--- config.mk ---
export PLATFORM = sky130hd
export DESIGN_NAME = sequenciador_barramento
export DESIGN_NICKNAME = d
export VERILOG_FILES = /design/src/rtl/sequenciador_barramento_pkg.sv /design/src/rtl/sequenciador_barramento_fila_comandos.sv /design/src/rtl/sequenciador_barramento.sv
export SDC_FILE = /design/constraint.sdc
export NUM_CORES = 1
export LEC_CHECK = 0
export BUFFER_PORTS_ARGS = -buffer_cell sky130_fd_sc_hd__buf_2
export CELL_PAD_IN_SITES_DETAIL_PLACEMENT = 0
export CELL_PAD_IN_SITES_GLOBAL_PLACEMENT = 1
export CORE_MARGIN = 5
export CORE_UTILIZATION = 52
export DETAILED_ROUTE_END_ITERATION = 7
export PLACE_DENSITY = 0.83
export SETUP_SLACK_MARGIN = 0.05
export SLEW_MARGIN = 20
export SYNTH_ARGS = -nofsm -noshare
export SYNTH_HDL_FRONTEND = slang
export SYNTH_SLANG_ARGS = --single-unit
--- constraint.sdc ---
create_clock -name clk -period 3.73 [get_ports clk]
set_clock_uncertainty 0.2 [all_clocks]
set_input_delay 0.5595 -clock clk [delete_from_list [all_inputs] [get_ports clk]]
set_output_delay 0.5595 -clock clk [all_outputs]
set_load 0.03 [all_outputs]
--- src/rtl/sequenciador_barramento_pkg.sv ---
// Shared definitions for the register-bus transfer sequencer:
// command opcodes and FSM state encoding.
package sequenciador_barramento_pkg;

    typedef enum logic [1:0] {
        OP_MOVE = 2'd0,
        OP_SWAP = 2'd1,
        OP_LOAD = 2'd2,
        OP_RSVD = 2'd3
    } op_t;

    typedef enum logic [2:0] {
        IDLE = 3'd0,
        MOV  = 3'd1,
        SW1  = 3'd2,
        SW2  = 3'd3,
        SW3  = 3'd4,
        LD   = 3'd5
    } state_t;

endpackage

--- src/rtl/sequenciador_barramento_fila_comandos.sv ---
// Synchronous command FIFO; pointers carry an extra MSB so full and empty
// are told apart without a separate counter.
module fila_comandos
    import sequenciador_barramento_pkg::*;
#(
    parameter int DEPTH = 4,
    parameter int W     = 6
) (
    input  logic         clk,
    input  logic         reset,
    input  logic         push,
    input  logic         pop,
    input  logic [W-1:0] wr_data,
    output logic [W-1:0] rd_data,
    output logic         full,
    output logic         empty
);

    localparam int AW = $clog2(DEPTH);

    logic [W-1:0] mem [DEPTH];
    logic [AW:0]  wr_ptr;
    logic [AW:0]  rd_ptr;

    always_ff @(posedge clk or posedge reset) begin
        if (reset) begin
            wr_ptr <= '0;
            rd_ptr <= '0;
        end else begin
            if (push) wr_ptr <= wr_ptr + (AW+1)'(1);
            if (pop)  rd_ptr <= rd_ptr + (AW+1)'(1);
        end
    end

    always_ff @(posedge clk) begin
        if (push) mem[wr_ptr[AW-1:0]] <= wr_data;
    end

    assign rd_data = mem[rd_ptr[AW-1:0]];
    assign empty   = (wr_ptr == rd_ptr);
    assign full    = (wr_ptr[AW] != rd_ptr[AW]) && (wr_ptr[AW-1:0] == rd_ptr[AW-1:0]);

endmodule

--- src/rtl/sequenciador_barramento.sv ---
// Transfer sequencer for the shared register bus: expands queued MOVE/SWAP/LOAD
// commands into registered per-cycle load strobes and single-driver enables.
module sequenciador_barramento
    import sequenciador_barramento_pkg::*;
#(
    parameter int NREG  = 4,
    parameter int IDXW  = 2,
    parameter int DEPTH = 4
) (
    input  logic            clk,
    input  logic            reset,
    input  logic            cmd_valid,
    output logic            cmd_ready,
    input  logic [1:0]      cmd_op,
    input  logic [IDXW-1:0] cmd_a,
    input  logic [IDXW-1:0] cmd_b,
    output logic [NREG-1:0] c,
    output logic [NREG-1:0] h,
    output logic            ext_en,
    output logic            busy,
    output logic            done,
    output logic            err
);

    localparam int CW = 2 + 2*IDXW;
    localparam logic [IDXW-1:0] TMP = IDXW'(NREG-1);

    function automatic logic [NREG-1:0] sel(input logic [IDXW-1:0] idx);
        return NREG'(1) << idx;
    endfunction

    function automatic logic legal(input op_t op, input logic [IDXW-1:0] a,
                                   input logic [IDXW-1:0] b);
        logic ok;
        case (op)
            OP_MOVE: ok = (int'(a) < NREG) && (int'(b) < NREG) && (a != b);
            OP_SWAP: ok = (int'(a) < NREG) && (int'(b) < NREG) && (a != b)
                          && (a != TMP) && (b != TMP);
            OP_LOAD: ok = (int'(b) < NREG);
            default: ok = 1'b0;
        endcase
        return ok;
    endfunction

    logic            full, empty, pop;
    logic [CW-1:0]   fifo_data;
    op_t             fifo_op;
    logic [IDXW-1:0] fifo_a, fifo_b;

    fila_comandos #(.DEPTH(DEPTH), .W(CW)) u_fila (
        .clk     (clk),
        .reset   (reset),
        .push    (cmd_valid & ~full),
        .pop     (pop),
        .wr_data ({cmd_op, cmd_a, cmd_b}),
        .rd_data (fifo_data),
        .full    (full),
        .empty   (empty)
    );

    assign fifo_op = op_t'(fifo_data[CW-1 -: 2]);
    assign fifo_a  = fifo_data[2*IDXW-1 -: IDXW];
    assign fifo_b  = fifo_data[IDXW-1:0];

    state_t          state, state_nx;
    logic [IDXW-1:0] ra, rb, ra_nx, rb_nx;
    logic [NREG-1:0] c_nx, h_nx;
    logic            ext_nx, done_nx, err_nx;

    // Outputs are computed for the state being entered, then registered.
    always_comb begin
        state_nx = state;
        ra_nx    = ra;
        rb_nx    = rb;
        c_nx     = '0;
        h_nx     = '0;
        ext_nx   = 1'b0;
        done_nx  = 1'b0;
        err_nx   = 1'b0;
        pop      = 1'b0;
        case (state)
            SW1: begin
                state_nx = SW2;
                h_nx     = sel(rb);
                c_nx     = sel(ra);
            end
            SW2: begin
                state_nx = SW3;
                h_nx     = sel(TMP);
                c_nx     = sel(rb);
                done_nx  = 1'b1;
            end
            default: state_nx = IDLE;
        endcase
        // Final-step states pop the next entry so consecutive commands have no gap.
        if (!empty && (state == IDLE || state == MOV || state == SW3 || state == LD)) begin
            pop   = 1'b1;
            ra_nx = fifo_a;
            rb_nx = fifo_b;
            if (!legal(fifo_op, fifo_a, fifo_b)) begin
                err_nx   = 1'b1;
                state_nx = IDLE;
            end else begin
                case (fifo_op)
                    OP_MOVE: begin
                        state_nx = MOV;
                        h_nx     = sel(fifo_a);
                        c_nx     = sel(fifo_b);
                        done_nx  = 1'b1;
                    end
                    OP_SWAP: begin
                        state_nx = SW1;
                        h_nx     = sel(fifo_a);
                        c_nx     = sel(TMP);
                    end
                    default: begin
                        state_nx = LD;
                        ext_nx   = 1'b1;
                        c_nx     = sel(fifo_b);
                        done_nx  = 1'b1;
                    end
                endcase
            end
        end
    end

    always_ff @(posedge clk or posedge reset) begin
        if (reset) begin
            state  <= IDLE;
            c      <= '0;
            h      <= '0;
            ext_en <= 1'b0;
            done   <= 1'b0;
            err    <= 1'b0;
        end else begin
            state  <= state_nx;
            c      <= c_nx;
            h      <= h_nx;
            ext_en <= ext_nx;
            done   <= done_nx;
            err    <= err_nx;
        end
    end

    always_ff @(posedge clk) begin
        ra <= ra_nx;
        rb <= rb_nx;
    end

    assign cmd_ready = ~full;
    assign busy      = (state != IDLE) || !empty || err;

endmodule

==> results of run 1 <==
-- where the power goes --
group / switching [uW] / internal (uW) / total [uW] / leakage (uW)
Sequential: 151 / 763 / 914 / 0.000516
Clock: 167 / 202 / 369 / 0.0000548
Combinational: 640 / 414 / 1050 / 0.000386
-- layer usage --
| layer | share of wire, % | vias to the layer above | track usage (%) | routed length (um) |
|---|---|---|---|---|
| li1 | - | 580 | - | - |
| met1 | 41 | 583 | 16.2 | 1420 |
| met2 | 53 | 25 | 24.9 | 1820 |
| met3 | 4.5 | 6 | 3.78 | 155 |
| met4 | 2.0 | 0 | 7.24 | 68 |
| met5 | 0 | - | 0 | 0 |
-- path summary, 6_finish.rpt --
| path | slack (ns) | endpoint |
|---|---|---|
| min in group clk | 0.27 | u_fila.mem[0][0] |
| worst max register to register | 1.29 | h[3] |
| worst max-delay path | 1.29 | h[3] |
| worst min-delay path | 0.18 | u_fila.rd_ptr[1] |
| worst min register to register | 0.34 | u_fila.wr_ptr[2] |
| max in group asynchronous | 2.68 | u_fila.rd_ptr[0] |
-- area by class of cell --
cell class              count  area [um^2]
repair buffers             21          105
inverters                   7         26.3
clock inverters             3         46.3
multi-input cells          83          742
flip-flops and latches     48         1340
fillers                   303         1610
well taps                  50         62.6
clock buffers               5         68.8
-- cells in the final DEF (no fill, tap or decap), types with 2 or more instances in the layout --
cell type,synthesis,layout
nand2_1,10,10
nand3b_1,2,2
xor2_1,3,3
dfrtp_1,20,20
mux2_2,2,2
o21ai_1,2,2
mux4_2,5,5
mux2i_1,2,2
nand3_1,4,4
nor3b_1,2,2
ha_1,5,5
inv_1,7,7
buf_2,1,21
edfxtp_1,28,28
nor2_1,4,4
and2_1,5,5
a21oi_1,3,3
clkbuf_8,0,5
nand2b_1,4,4
xnor2_1,5,5
o32ai_1,4,4
o22ai_1,4,4
a31oi_1,3,3
-- flip-flops by register name, summed over array words and instances, names as in the netlist --
name and count:
h 4, done 1, c 4, err 1
u_fila.mem 24, rb 2, state 3, ext_en 1
ra 2, u_fila.wr_ptr 3, u_fila.rd_ptr 3
-- per-stage QoR --
| step | hold WS [ns] | instance area, um^2 |
|---|---|---|
| after floorplan | 0.298 | 2140 |
| after global placement | 0.313 | 2280 |
| after detailed placement | 0.325 | 2280 |
| after CTS | 0.201 | 2390 |
| after global routing | 0.251 | 2390 |
| final | 0.178 | 2390 |
-- critical path, cell delays in order (launching register included) --
cell      delay (ns)
dfrtp_1         0.66
mux4_2          0.68
xor2_2          0.36
o311ai_4        0.17
o32ai_1         0.28
-- kinds of logic (layout without fill, tap and decap cells) --
logic type | count (synthesis) | in the layout | share of synthesized area [%]
compound gates | 22 | 22 | 9.02
xor+xnor | 10 | 10 | 5.33
fa+ha+maj | 5 | 5 | 2.93
buf+inv | 10 | 36 | 2.52
flops | 48 | 48 | 62.8
mux | 10 | 10 | 8.49
simple gates | 36 | 36 | 8.96
==> qor.yml, run 1 <==
ys_top_cells_by_area: "edfxtp_1 (39%), dfrtp_1 (23%), mux4_2 (5.3%)"
core_area_um2: 4000
synth_largest_area_cell: "edfxtp_1"
pre_cts_slack_ns: 1.24
dp.cells: 209
maxCapViolations: 0
routed_wirelength_mm: 3.46
critPathLaunchType: "flop"
synth_top_area_share_pct: 39.3
drv_slew: 0
routed_via_density: 5.50
fin_util_pct: 59.8
cts.clk_slew.worst_paths_ns: 0.09
cts_buffers: 5
cts-root-buf: "clkbuf_8"
htree_levels: 2
synth-edff-count: 28
postRouteAntennaNets: 0
p_per_area_nw_per_um2: 977
holdBufCountCts: 0
p_leak_uw: 0.000957
finalCritPeriodShare_pct: 65.5
crit_required_ns: 3.73
portBuffers: 21
drtPass1Iterations: 4
syn_nets: 155
synth_flop_cell: "edfxtp_1"
crit_fanout: 10
vias: 1194
grt_remaining_overflow: 0
rows: 23
syn_area_um2: 2140
fmax_mhz: 409
drc: 0
hold_path_class: "primary input to async pin"
grt_pass1_vias: 1204
synth_cells: 141
grt_antenna_before_repair: 0
yosys-top-cells-count: "edfxtp_1 (28), dfrtp_1 (20), nand2_1 (10)"
crit_start: "u_fila.rd_ptr[0]"
cp-end-kind: "flop"
finalSetupTns_ns: 0
final_nets: 180
synthToLayoutAreaGrowth_pct: 11.9
rsz0062_at_grt: "no"
p_total_uw: 2340
critPathArrivalTime_ns: 2.45
irDropWorstVdd_mv: 0.432
finalCriticalPeriod_ns: 2.44
cts_setup_buffers: 0
clk_latency_ns: 0.30
antenna_cells: 0
drive_gt1_share_pct: 25.7
ios: 22
grt_first_pass_wirelength_mm: 5.68
async_reset_ff_share_pct: 41.7
ys_ff_latch: 48
ys_seq_area_share_pct: 62.8
r2r_cells: 4
status: "complete, no violations"
drt_iter0_drc: 67
dp_hpwl_mm: 2.60
start_util_pct: 53.4
grt_usage_pct: 14.3
cts.sinks: 48
hold_viol: 0
cts_resized: 0
max-slew-margin-rel_pct: 50.2
dieArea_um2: 5490
rr_startpoint: "u_fila.rd_ptr[0]"
grt_max_degree: 21
cts_tree: "built"
worstMarginPinSlew_ns: 0.747
ys_types: 37
die_h_um: 74.1
gp_congestion: 0.744
synthMostInstantiatedCell: "edfxtp_1"
fin_ws_ns: 1.29
avgSynthCellArea_um2: 15.2
cts_max_path_buffers: 2
die_w_um: 74.1
wl_per_cell_um: 15.9
setup.worst_path.class: "flop to flop"
fin_cells: 217
setup_viol_count_final: 0
yosys_warnings: 0
No activity file was read; power rests on OpenSTA's default activity.
==> inputs of run 2 (changes only) <==
ABC_AREA = 1   (was not set)
CORE_UTILIZATION = 45   (was 52)
PLACE_DENSITY = 0.78   (was 0.83)
clock period = 2.6 ns   (was 3.73 ns; I/O delays follow)
==> qor.yml, run 2 <==
setup_viol_count_final: 0  # unchanged
synthToLayoutAreaGrowth_pct: 12.3  # was 11.9%
p_total_uw: 3590  # was 2340 uW
vias: 1504  # was 1194
drtPass1Iterations: 4  # unchanged
drc: 0  # unchanged
cts_buffers: 5  # unchanged
maxCapViolations: 0  # unchanged
p_leak_uw: 0.00122  # was 0.000957 uW
violations: "hold timing"
dieArea_um2: 6630  # was 5490 um^2
synth_flop_cell: "edfxtp_1"  # unchanged
grt_pass1_vias: 1451  # was 1204
die_w_um: 81.5  # was 74.1 um
portBuffers: 21  # unchanged
critical-path-max-stage-delay_ns: 0.65  # was 0.68 ns
ys_types: 26  # was 37
postRouteAntennaNets: 0  # unchanged
hold_path_class: "primary input to async pin"  # unchanged
finalCriticalPeriod_ns: 2.20
antenna_cells: 0  # unchanged
final_cell_mix: "nand2_1 (64), inv_1 (28), edfxtp_1 (28)"  # was edfxtp_1 (28), buf_2 (21), dfrtp_1 (20)
seq_area_um2: 1340  # unchanged
drv_slew: 0  # unchanged
hold_viol: 5  # was 0
crit_top_cell: "nand2_1"
cts.clk_slew.worst_paths_ns: 0.09  # about the same
cts.sinks: 48  # unchanged
fin_cells: 331  # was 217
htree_levels: 2  # unchanged
synth_top_area_share_pct: 36.6  # was 39.3%
p_per_area_nw_per_um2: 1390  # was 977 nW/um^2
cts_setup_buffers: 0  # unchanged
cts_tree: "built"  # unchanged
crit_fanout: 16  # was 10
final_nets: 274  # was 180
rows: 26  # was 23
crit_required_ns: 2.01  # was 3.73 ns
syn_area_um2: 2300  # was 2140 um^2
gp_congestion: 0.805  # was 0.744
avgSynthCellArea_um2: 9.82  # was 15.2 um^2
async_reset_ff_share_pct: 41.7  # unchanged
routed_via_density: 4.54  # was 5.50
grt_first_pass_wirelength_mm: 6.80  # was 5.68 mm
drt_iter0_drc: 50  # was 67
grt_remaining_overflow: 0  # unchanged
nFillCells: 438  # was 303
ys_top_cells_by_area: "edfxtp_1 (37%), dfrtp_1 (22%), nand2_1 (10%)"  # was edfxtp_1 (39%), dfrtp_1 (23%), mux4_2 (5.3%)
die_h_um: 81.5  # was 74.1 um
synthMostInstantiatedCell: "nand2_1"  # was edfxtp_1
ys_ff_latch: 48  # unchanged
ios: 22  # unchanged
max-slew-margin-rel_pct: 51.7  # was 50.2%
crit_path_top_delay_cell: "dfrtp_1"  # was mux4_2
finalSetupTns_ns: 0  # unchanged
status: "complete, but fails checks"  # was complete, no violations
multi_input_area_um2: 798  # was 742 um^2
routed_wirelength_mm: 3.98  # was 3.46 mm
start_util_pct: 45.6  # was 53.4%
critPathLaunchType: "flop"  # unchanged
synth_cells: 234  # was 141
wl_per_cell_um: 12.0  # was 15.9 um
grt_antenna_before_repair: 0  # unchanged
syn_nets: 248  # was 155
cts-root-buf: "clkbuf_8"  # unchanged
fmax_mhz: 455
largest_register_ff_count: 24  # unchanged
final_cell_area_um2: 2580  # was 2390 um^2
drive_gt1_share_pct: 21.8  # was 25.7%
cp_cell_sequence: "xnor2_1 -> nand2_1 -> nor2_2 -> nand2_1 -> buf_2"  # was mux4_2 -> xor2_2 -> o311ai_4 -> o32ai_1
yosys-top-cells-count: "nand2_1 (64), edfxtp_1 (28), inv_1 (28)"  # was edfxtp_1 (28), dfrtp_1 (20), nand2_1 (10)
dp_hpwl_mm: 3.14  # was 2.60 mm
finalCritPeriodShare_pct: 84.6
synth-edff-count: 28  # unchanged
place_area_um2: 2470  # was 2280 um^2
setup.worst_path.class: "flop to primary output"  # was flop to flop
grt_max_degree: 21  # unchanged
critPathArrivalTime_ns: 1.61  # was 2.45 ns
worstMarginPinSlew_ns: 0.724  # was 0.747 ns
rsz0062_at_grt: "no"  # unchanged
irDropWorstVdd_mv: 0.557  # was 0.432 mV
cp-end-kind: "primary output"  # was flop
clk_latency_ns: 0.30  # about the same
dp.cells: 323  # was 209
yosys_warnings: 0  # unchanged
core_area_um2: 5040  # was 4000 um^2
cts_resized: 0  # unchanged
whs_ns: -0.00229  # was 0.178 ns
synth_largest_area_cell: "edfxtp_1"  # unchanged
cts_max_path_buffers: 2  # unchanged
final_common_cell: "nand2_1"  # was edfxtp_1
grt_usage_pct: 13.5  # was 14.3%
holdBufCountCts: 0  # unchanged
ys_seq_area_share_pct: 58.4  # was 62.8%
[run 2: cell types whose count changed in the layout (fill, tap and decap cells not counted), moves of 9 or more]
cell / previous run / this run
nand2_2: 0 / 10
inv_1: 7 / 28
nand2_1: 10 / 64
nor2_1: 4 / 13
nand3_1: 4 / 21
[run 2: final cells by class]
| class | instances | share of cell area, % |
|---|---|---|
| Clock inverter | 3 | 1.65 |
| Sequential cell | 48 | 52.0 |
| Timing Repair Buffer | 23 | 4.66 |
| Clock buffer | 5 | 2.67 |
| Multi-Input combinational cell | 150 | 31.0 |
| Inverter | 32 | 4.66 |
| Tap cell | 70 | 3.40 |
[run 2: kinds of logic after synthesis]
| group | Yosys count | synth area share (%) |
|---|---|---|
| and+or+nand+nor | 126 | 26.2 |
| buffers and inverters | 36 | 6.86 |
| adders and majority gates | 5 | 2.72 |
| AOI/OAI and AO/OA | 12 | 3.16 |
| DFF | 48 | 58.4 |
| xor gates and xnor gates | 7 | 2.67 |
[run 2: routing by layer]
| layer | part of all wire, % | global-route usage (%) | vias to the layer above | routed length, um |
|---|---|---|---|---|
| met5 | 0 | 0 | - | 0 |
| met4 | 0.55 | 3.55 | 0 | 22 |
| met3 | 3.9 | 3.62 | 2 | 156 |
| met2 | 49 | 22.9 | 22 | 1960 |
| met1 | 46 | 17.0 | 673 | 1840 |
| li1 | - | - | 807 | - |
[run 2: final timing paths]
kind                       slack, ns             start  cells after the start                to
min                           -0.002             reset                      2              h[1]
max in group asynchronous       1.74             reset                      2  u_fila.wr_ptr[2]
min in group clk                0.11          cmd_a[1]                      1  u_fila.mem[3][3]
max                             0.40  u_fila.rd_ptr[0]                      5              busy
max reg2reg                     0.40  u_fila.rd_ptr[0]                     13              c[2]
min reg2reg                     0.30  u_fila.wr_ptr[2]                      1  u_fila.wr_ptr[2]
[run 2: through the flow]
| step | setup slack, ns | utilization, % |
|---|---|---|
| 6_report | 0.400 | 51.1 |
| 4_1_cts | 0.378 | 51.1 |
| 5_1_grt | 0.186 | 51.1 |
| 3_5_place_dp | 0.387 | 48.9 |
| 3_3_place_gp | 0.435 | 48.9 |
| 2_1_floorplan | 0.427 | - |
[run 2: report_power, final]
group          total, uW  switching [uW]  internal (uW)
logic               1780            1220            556
clock network        524             240            284
registers           1290             180           1110
total               3590            1640           1950
[run 2: critical path: cells and delay by family (launching register included)]
kind / cells / cell delay [ns]
flops: 1 / 0.65
simple gates: 3 / 0.29
buf+inv: 1 / 0.18
xor+xnor: 1 / 0.20
==> inputs of run 3 (changes only) <==
CORE_UTILIZATION = 41   (was 45)
PLACE_DENSITY = 0.75   (was 0.78)
clock period = 1.9 ns   (was 2.6 ns; I/O delays follow)
==> qor.yml, run 3 (synthesized netlist as in run 2, its figures left out) <==
irDropWorstVdd_mv: 0.709  # was 0.557 mV
routed_via_density: 4.47  # was 4.54
routed_wirelength_mm: 4.38  # was 3.98 mm
switching_share_pct: 44.2  # was 45.7%
cts_buffers: 5  # unchanged
postRouteAntennaNets: 0  # unchanged
die_h_um: 84.9  # was 81.5 um
violations: "setup timing"  # was hold timing
r2r_cells: 14  # was 13
grt_usage_pct: 12.7  # was 13.5%
finalCriticalPeriod_ns: 1.91
dp.cells: 341  # was 323
finalCritPeriodShare_pct: 100
die_w_um: 84.9  # was 81.5 um
min-delay-start: "cmd_valid"
cts_tree: "built"  # unchanged
max-slew-margin-rel_pct: 49.2  # was 51.7%
power_switching_uw: 2670  # was 1640 uW
intPower_uw: 3370  # was 1950 uW
rows: 27  # was 26
synthToLayoutAreaGrowth_pct: 33.3  # was 12.3%
fin_util_pct: 55.9  # was 51.1%
ios: 22  # unchanged
setup.worst_path.class: "flop to primary output"  # unchanged
grt_remaining_overflow: 0  # unchanged
hold_path_class: "primary input to flop"  # was primary input to async pin
crit_fanout: 6  # was 16
cts.sinks: 48  # unchanged
fmax_mhz: 525
htree_levels: 2  # unchanged
fin_cells: 370  # was 331
critPathLaunchType: "flop"  # unchanged
timing.rr.end: "c[1]"  # was c[2]
holdPathStages: 3
cts.clk_slew.worst_paths_ns: 0.09  # about the same
pre_cts_slack_ns: -0.0367  # was 0.387 ns
p_comb_share_pct: 60.8  # was 49.5%
clkPwrFrac_pct: 10.5  # was 14.6%
cts-root-buf: "clkbuf_8"  # unchanged
maxCapViolations: 0  # unchanged
core_area_um2: 5470  # was 5040 um^2
cp-end-kind: "primary output"  # unchanged
reg2reg_setup_slack_ns: 0  # was 0.40 ns
critPathArrivalTime_ns: 1.42  # was 1.61 ns
hold_viol: 0  # was 5
grt_first_pass_wirelength_mm: 7.22  # was 6.80 mm
status: "complete, but fails checks"  # unchanged
clk_latency_ns: 0.31  # was 0.30 ns
rsz0062_at_grt: "yes"  # was no
final_cell_mix: "nand2_1 (44), edfxtp_1 (28), inv_1 (27)"  # was nand2_1 (64), inv_1 (28), edfxtp_1 (28)
pwr-share-seq_pct: 28.7  # was 35.9%
largest_register_ff_count: 24  # unchanged
rr_startpoint: "u_fila.rd_ptr[0]"  # unchanged
dieArea_um2: 7200  # was 6630 um^2
setup_viol_count_final: 1  # was 0
portBuffers: 21  # unchanged
worstMarginPinSlew_ns: 0.762  # was 0.724 ns
grt_max_degree: 21  # unchanged
drt_iter0_drc: 50  # unchanged
fin_ws_ns: -0.00651  # was 0.400 ns
drc: 0  # unchanged
antenna_cells: 0  # unchanged
dp_hpwl_mm: 3.25  # was 3.14 mm
drv_slew: 0  # unchanged
final_common_cell: "nand2_1"  # unchanged
gp_congestion: 0.785  # was 0.805
grt_antenna_before_repair: 0  # unchanged
drtPass1Iterations: 4  # unchanged
wl_per_cell_um: 11.8  # was 12.0 um
final_nets: 311  # was 274
vias: 1654  # was 1504
p_per_area_nw_per_um2: 1970  # was 1390 nW/um^2
holdPathEnd: "u_fila.wr_ptr[0]"
p_leak_uw: 0.00144  # was 0.00122 uW
crit_required_ns: 1.41  # was 2.01 ns
drive_gt1_share_pct: 39.3  # was 21.8%
whs_ns: 0.150  # was -0.00229 ns
grt_pass1_vias: 1587  # was 1451
start_util_pct: 42.0  # was 45.6%
p_total_uw: 6040  # was 3590 uW
cts_max_path_buffers: 2  # unchanged
-- run 3: cell count changes in the layout (fill, tap and decap cells not counted), moves of 3 or more --
cell,delta
buf_4,+24
nor2_1,-4
nand2_4,+5
nor2_4,+3
dlygate4sd3_1,+7
nand2_2,+15
nand2_1,-20
nand3_1,-3
-- run 3: layout make-up --
cell class                 instances  area [um^2]
fill                             497         2410
sequential                        48         1340
multi-input combinational        150          928
timing repair buffer              58          463
inverter                          32          131
tap                               72         90.1
clock buffer                       5         68.8
clock inverter                     3         26.3
timing repair inverter             2         11.3
-- run 3: worst max-delay path, cell delays in order (launching register included) --
cell	delay, ns
dfrtp_2	0.51
xnor2_2	0.17
nand2_1	0.08
nor2_2	0.14
nand2_1	0.08
buf_6	0.14
-- run 3: through the flow --
step	setup TNS, ns	cell area, um^2
after CTS	0	2840
after global placement	0	2640
final	-0.00651	3060
after detailed placement	-0.0905	2640
after global routing	-1.03	3060
after floorplan	0	2320
-- run 3: repair_timing --
| item | CTS | global route |
|---|---|---|
| setup buffers | 2 | 9 |
| resized for setup | 8 | 36 |
| hold buffers | 7 | 0 |
| setup endpoints to repair | 11 | 30 |
| pin swaps | 3 | 16 |
| cloned | 0 | 3 |
| hold endpoints to repair | 44 | 0 |
-- run 3: power groups by stage --
stage          sequential, uW  clock (uW)  combinational [uW]
2_1_floorplan            1870           0                1960
3_3_place_gp             1730           0                3050
3_5_place_dp             1730           0                3080
4_1_cts                  1710         657                3180
5_1_grt                  1780         697                4070
6_report                 1740         635                3670
-- run 3: how the worst max path moves through the flow --
stage | start | slack (ns) | to
floorplan | u_fila.rd_ptr[0] | 0.06 | u_fila.mem[0][0]
global placement | u_fila.rd_ptr[0] | 0.009 | c[2]
CTS | u_fila.rd_ptr[0] | 0.03 | busy
detailed placement | u_fila.rd_ptr[0] | -0.04 | c[1]
finish | u_fila.rd_ptr[0] | -0.007 | busy
global route | u_fila.rd_ptr[0] | -0.13 | c[2]
-- run 3: per-layer routing --
metal | routed length [um] | vias up | part of all wire [%] | track usage (%)
met4 | 57 | 0 | 1.3 | 3.88
met5 | 0 | - | 0 | 0
met2 | 2190 | 20 | 50 | 21.8
li1 | - | 884 | - | -
met1 | 1970 | 744 | 45 | 15.5
met3 | 163 | 6 | 3.7 | 3.50
